[src/rtl/step_clock.sv]
// Step sequencer clock: divides Clock into ticks and ticks into steps,
// walking StepIndex around a loop of STEPS columns while Play is high.
module step_clock #(
    parameter int PRESCALE = 50000,
    parameter int STEPS    = 16
) (
    input  logic        Clock,
    input  logic        nReset,
    input  logic        Play,
    input  logic [15:0] Period,
    output logic        Step,
    output logic [3:0]  StepIndex,
    output logic        LoopEnd,
    output logic        Running
);

    typedef enum logic [0:0] {
        IDLE = 1'b0,
        RUN  = 1'b1
    } state_t;

    state_t      state;
    logic [15:0] presc;
    logic [15:0] ticks;
    logic [15:0] period_q;
    logic [3:0]  step_index;
    logic        step_q;
    logic        loop_end_q;
    logic        running_q;

    logic [15:0] period_in;
    logic        tick;
    logic        step_ev;
    logic        wrap;

    assign period_in = (Period == 16'd0) ? 16'd1 : Period;
    assign tick      = (presc == 16'(PRESCALE - 1));
    assign step_ev   = tick && (ticks == period_q - 16'd1);
    assign wrap      = (step_index == 4'(STEPS - 1));

    always_ff @(posedge Clock or negedge nReset) begin
        if (!nReset) begin
            state      <= IDLE;
            presc      <= '0;
            ticks      <= '0;
            period_q   <= 16'd1;
            step_index <= '0;
            step_q     <= 1'b0;
            loop_end_q <= 1'b0;
            running_q  <= 1'b0;
        end else begin
            unique case (state)
                IDLE: begin
                    presc      <= '0;
                    ticks      <= '0;
                    step_index <= '0;
                    step_q     <= 1'b0;
                    loop_end_q <= 1'b0;
                    if (Play) begin
                        state     <= RUN;
                        running_q <= 1'b1;
                        period_q  <= period_in;
                    end else begin
                        running_q <= 1'b0;
                    end
                end
                RUN: begin
                    if (!Play) begin
                        // a step due on this edge is dropped, not emitted
                        state      <= IDLE;
                        presc      <= '0;
                        ticks      <= '0;
                        step_index <= '0;
                        step_q     <= 1'b0;
                        loop_end_q <= 1'b0;
                        running_q  <= 1'b0;
                    end else begin
                        running_q  <= 1'b1;
                        step_q     <= step_ev;
                        loop_end_q <= step_ev && wrap;
                        presc      <= tick ? 16'd0 : presc + 16'd1;
                        if (tick) begin
                            ticks <= step_ev ? 16'd0 : ticks + 16'd1;
                        end
                        if (step_ev) begin
                            step_index <= wrap ? 4'd0 : step_index + 4'd1;
                            period_q   <= period_in;
                        end
                    end
                end
                default: state <= IDLE;
            endcase
        end
    end

    assign Step      = step_q;
    assign StepIndex = step_index;
    assign LoopEnd   = loop_end_q;
    assign Running   = running_q;

endmodule

[config.mk]
export PLATFORM = sky130hd
export DESIGN_NAME = step_clock
export DESIGN_NICKNAME = d
export VERILOG_FILES = /design/src/rtl/step_clock.sv
export SDC_FILE = /design/constraint.sdc
export NUM_CORES = 1
export LEC_CHECK = 0
export CAP_MARGIN = 20
export CORE_MARGIN = 2
export CORE_UTILIZATION = 60
export CTS_CLUSTER_DIAMETER = 100
export DETAILED_ROUTE_END_ITERATION = 6
export PLACE_DENSITY = 0.91
export SYNTH_ARGS = -nofsm -noshare
export SYNTH_HDL_FRONTEND = slang
export SYNTH_SLANG_ARGS = --single-unit
[constraint.sdc]
create_clock -name Clock -period 5.2 [get_ports Clock]
set_input_delay 1.04 -clock Clock [delete_from_list [all_inputs] [get_ports Clock]]
set_output_delay 1.04 -clock Clock [all_outputs]
set_load 0.1 [all_outputs]
==> After elaboration in Yosys (flattened, before gate mapping) <==
Cells that the tools add are included.
{ "classes": {"addsub": 4, "n_eq_ne": 8, "muxes": 21, "n_bitwise": 1, "reduce_logical": 4} }
{ "op_table": {"columns": ["operator", "count"], "rows": [
  ["16-bit 2-to-1 mux", 9],
  ["16-bit case mux with 2 select lines", 3],
  ["16-bit by 1-bit adder with 16-bit output (second input constant)", 2],
  ["16-bit equality test", 1],
  ["16-bit equality test (second input constant)", 1],
  ["16-bit logical NOT", 1],
  ["16-bit by 1-bit subtractor with 16-bit output (second input constant)", 1],
  ["4-bit 2-to-1 mux", 3],
  ["4-bit case mux with 2 select lines", 1],
  ["3-bit by 2-bit inequality test with 1-bit output (second input constant)", 2],
  ["4-bit by 1-bit adder with 4-bit output (second input constant)", 1],
  ["4-bit equality test (second input constant)", 1],
  ["2-bit inequality test (second input constant)", 2],
  ["1-bit case mux with 2 select lines", 2],
  ["1-bit 2-to-1 mux", 3],
  ["3-bit AND reduction", 1],
  ["1-bit logical AND", 2],
  ["2-bit by 1-bit inequality test with 1-bit output (second input constant)", 1],
  ["1-bit inverter", 1]
]} }
{ "totals": {"reg_bits": 55, "input_bits": 19, "out_inout_bits": 7} }

==> Longest topological paths before layout <==
{ "logic_depth": {"word_depth": 7, "mapped_depth": 11} }

==> Worst setup path after synthesis <==
No wires, ideal clock.
{ "synth_timing": {"path_kind": "register to register", "startpoint": "reg period_q[0]", "endpoint": "reg period_q[14]", "setup_ps": 126, "arrival_time_ps": 2601, "required_time_ps": 5074, "slack_ps": 2474, "stages_incl_launch_ff": 12, "n_path_buf": 2, "path_cell_list": "dfstp_2 > buf_6 > inv_1 > ha_1 > xnor2_1 > mux2i_1 > a32oi_1 > nor4_1 > o2111ai_4 > buf_2 > mux2i_1 > a221o_1"} }
{ "synth_between": {"elab_chain_len": 5} }
{ "synth_rtl": {"columns": ["item", "line", "text"], "rows": [
  ["start: declaration", "25", "logic [15:0] period_q;"],
  ["start signal: assignment", "62", "period_q <= period_in;"],
  ["start signal: assignment", "87", "period_q <= period_in;"],
  ["16-bit by 1-bit subtractor with 16-bit output", "38", "assign step_ev = tick && (ticks == period_q - 16'd1);"],
  ["16-bit equality test", "38", null],
  ["1-bit logical AND", "38", null],
  ["2-bit by 1-bit inequality test with 1-bit output (no line)", null, null],
  ["3-bit AND reduction (no line)", null, null]
]} }
No other way between the ends.
A chain may end at the register's enable or synchronous reset.

==> Final worst setup path <==
{ "layout_timing": {"startpoint": "in Play", "endpoint": "reg period_q[4]"} }
{ "layout_between": {"elab_chain_len": 2, "word_cells_on_any_way": 3, "classes_between": "eq/ne: 2; reduce/logical: 1"} }
{ "layout_rtl": {"columns": ["item", "line", "text"], "rows": [
  ["start: declaration", "9", "input logic Play,"],
  ["2-bit inequality test (no line)", null, null],
  ["3-bit AND reduction (no line) *", null, null]
]} }
Every way passes the cells marked *; elsewhere a longest branch is shown, timed or not.

==> results.py <==
metrics = {
    "critical_path": {
        "path_max_fanout": 21,
        "startpoint_type": "input pin",
        "crit_type": "in -> reg",
        "crit_chain": "clkdlybuf4s50_1 > clkinv_1 > nor2_1 > a221o_1",
        "cp.arrival_ns": 3.82,
        "r2r_setup_slack_ns": 1.72,
        "max_stage_delay_ns": 0.97,
        "crit_path_top_delay_cell": "nor2_1",
        "worstPathRequired_ns": 5.44,
        "worstSetupEndpointType": "register",
    },
    "pwr": {
        "p_leak_uw": 0.00165,
        "finalPower_uw": 879,
        "vdd.ir_drop.worst_mv": 0.193,
        "powerDensity_mw_per_mm2": 233,
    },
    "clock_network": {
        "clock_latency_ns": 0.31,
        "cts_tree": "done",
        "cts_root_buf": "clkbuf_8",
        "ctsHoldBuffers": 0,
        "clockBufferDepth": 2,
        "clock_sinks": 55,
        "clkSlewWorstSetupHoldPaths_ns": 0.10,
        "numCtsBuffers": 5,
        "cts_resized": 0,
        "htreeDepth": 2,
        "post_cts_buffers": 0,
    },
    "logic_synthesis": {
        "yosys.area.top_type_share_pct": 39.1,
        "yosys_register_bits": 55,
        "yosys_warnings": 0,
        "syn_area_mm2": 0.00345,
        "synthCells": 376,
        "yosysTopAreaCell": "dfrtp_1",
        "yosys-top-cells-area": "dfrtp_1, xor2_1, nand2_1",
        "synth-edff-count": 0,
        "synth_fp_nets": 399,
        "yosysUniqueCellTypes": 59,
        "synth_area_per_cell_um2": 9.19,
        "synth-main-ff-cell": "dfrtp_1",
        "ys_seq_area_share_pct": 39.9,
        "async_flop_share_pct": 100,
    },
    "cells_and_area": {
        "area_delta_synth_final_pct": 9.45,
        "diodes": 0,
        "final_cells": 462,
        "final_area_mm2": 0.00378,
        "fin_nets": 412,
        "drive_gt1_share_pct": 5.38,
        "final_core_util_pct": 68.2,
    },
    "timing": {
        "fin_crit_ns": 3.58,
        "slew_headroom_pct": 29.4,
        "worst_slew_pin_slew_ns": 1.05,
        "max_freq_ghz": 0.279,
        "setup_violations": 0,
        "period_share_pct": 68.9,
        "clock-skew-final_ns": 0.0106,
        "finalSetupTns_ns": 0,
        "maxSlewViolCount": 0,
        "hold_violations": 0,
        "rsz0062_at_grt": "false",
    },
    "routing": {
        "route.detailed.drc": 0,
        "vias": 2893,
        "drtPass1Iterations": 4,
        "wl_per_cell_um": 16.2,
        "drt_wl_total_um": 7490,
        "wl_met1_um": 3290,
        "topRoutingLayerUsed": "met4",
        "wl_met2_um": 3780,
        "via_per_inst": 6.26,
        "antenna_left": 0,
        "met3_length_um": 321,
        "drtIter0Drc": 189,
    },
    "die": {
        "coreArea_mm2": 0.00554,
        "initial_core_util_pct": 62.4,
        "rows": 27,
        "die_area_mm2": 0.00638,
        "die_y_um": 79.9,
        "dieWidth_um": 79.9,
        "ios": 26,
    },
    "job": {
        "cap_viol_max_count": 0,
    },
    "grt": {
        "grt_pass1_vias": 2782,
        "antenna_found_initial": 0,
        "grt_pass1_wl_um": 12600,
        "overflow": 0,
        "globalRouteTotalUtil_pct": 24.8,
        "grt_max_degree": 56,
    },
    "place": {
        "io_buffer_count": 25,
        "dpl.hpwl_um": 5470,
        "dpl_cell_area_mm2": 0.00370,
        "dp_cells": 454,
        "routabilityCongestion": 0.827,
    },
    "min_path": {
        "hold_class": "reg -> reg",
    },
    "status": {
        "status": "completed",
    },
}
[power by group]
| group | leakage, uW | switching, uW | internal (uW) | total, uW |
|---|---|---|---|---|
| clock | 0.0000477 | 138 | 92.7 | 231 |
| combinational | 0.000878 | 80.3 | 70.5 | 151 |
| sequential | 0.000726 | 49.3 | 448 | 498 |
[placed cells by master, fill, tap and decap left out, types with 3 or more instances in the layout]
cell	instances
nand2_1	52
dfrtp_1	54
inv_1	9
clkinv_2	3
clkbuf_8	5
nor3_1	7
nor2_1	48
nor4b_1	3
nor4_1	8
or4_1	5
and3_1	14
nand4_1	8
xor2_1	24
ha_1	4
a221o_1	16
clkdlybuf4s50_1	24
a21oi_1	3
mux2i_1	19
xnor2_1	20
nand3_1	15
nor2b_1	3
[through the flow]
| step | hold WS, ns | worst slack, ns |
|---|---|---|
| 6_report | 0.464 | 1.62 |
| 5_1_grt | 0.495 | 1.38 |
| 4_1_cts | 0.471 | 1.69 |
| 3_5_place_dp | 0.458 | 1.35 |
| 3_3_place_gp | 0.448 | 1.46 |
| 2_1_floorplan | 0.433 | 2.47 |
[final timing paths]
| kind | to | cells after the start | from |
|---|---|---|---|
| worst max register to register | ticks[6] | 9 | period_q[1] |
| worst max-delay path | period_q[4] | 4 | Play |
| worst min-delay path | presc[0] | 1 | presc[0] |
| min in group asynchronous | presc[6] | 2 | nReset |
| max in group asynchronous | period_q[15] | 2 | nReset |
| worst min register to register | presc[0] | 1 | presc[0] |
[final cells by class]
class	instances	area, um2
clock inverter	3	15.0
timing repair buffer	26	253
clock buffer	5	68.8
multi-input combinational	291	1940
fill	446	1760
tap	72	90.1
inverter	10	37.5
sequential	55	1380
[state kept, by name (all words and copies together) (netlist names)]
name       cells
presc         16
Step           1
period_q      16
Running        1
LoopEnd        1
StepIndex      4
ticks         16
[synth_stat cells (all sizes together), types with 3 or more instances]
library cell / count
nand2: 53
mux2i: 19
xnor2: 20
nor2b: 3
nor3b: 3
buf: 10
nor2: 48
clkbuf: 10
a21oi: 3
o2111ai: 3
nand4: 8
or4: 6
nor4b: 3
inv: 9
xor2: 24
o21ai: 3
ha: 4
a221o: 16
nand3: 15
dfrtp: 54
and3: 14
nor3: 7
nor4: 10
[worst max-delay path: cells and delay by family]
family	cells	cell delay (ns)
AOI/OAI and AO/OA	1	0.28
and+or+nand+nor	1	0.97
buffers and inverters	2	1.52
[metal layers]
layer | vias to the layer above | track usage, %
met1 | 1422 | 31.3
met5 | - | 0
met3 | 13 | 4.41
met4 | 0 | 9.49
li1 | 1374 | -
met2 | 84 | 42.1
[cell families after synthesis]
group,synth area share [%]
compound gates,11.3
simple gates,26.7
fa+ha+maj,1.45
buf+inv,3.98
flops,39.9
mux,5.51
xor+xnor,11.2
Note: power is estimated with default switching activity, not from simulation.
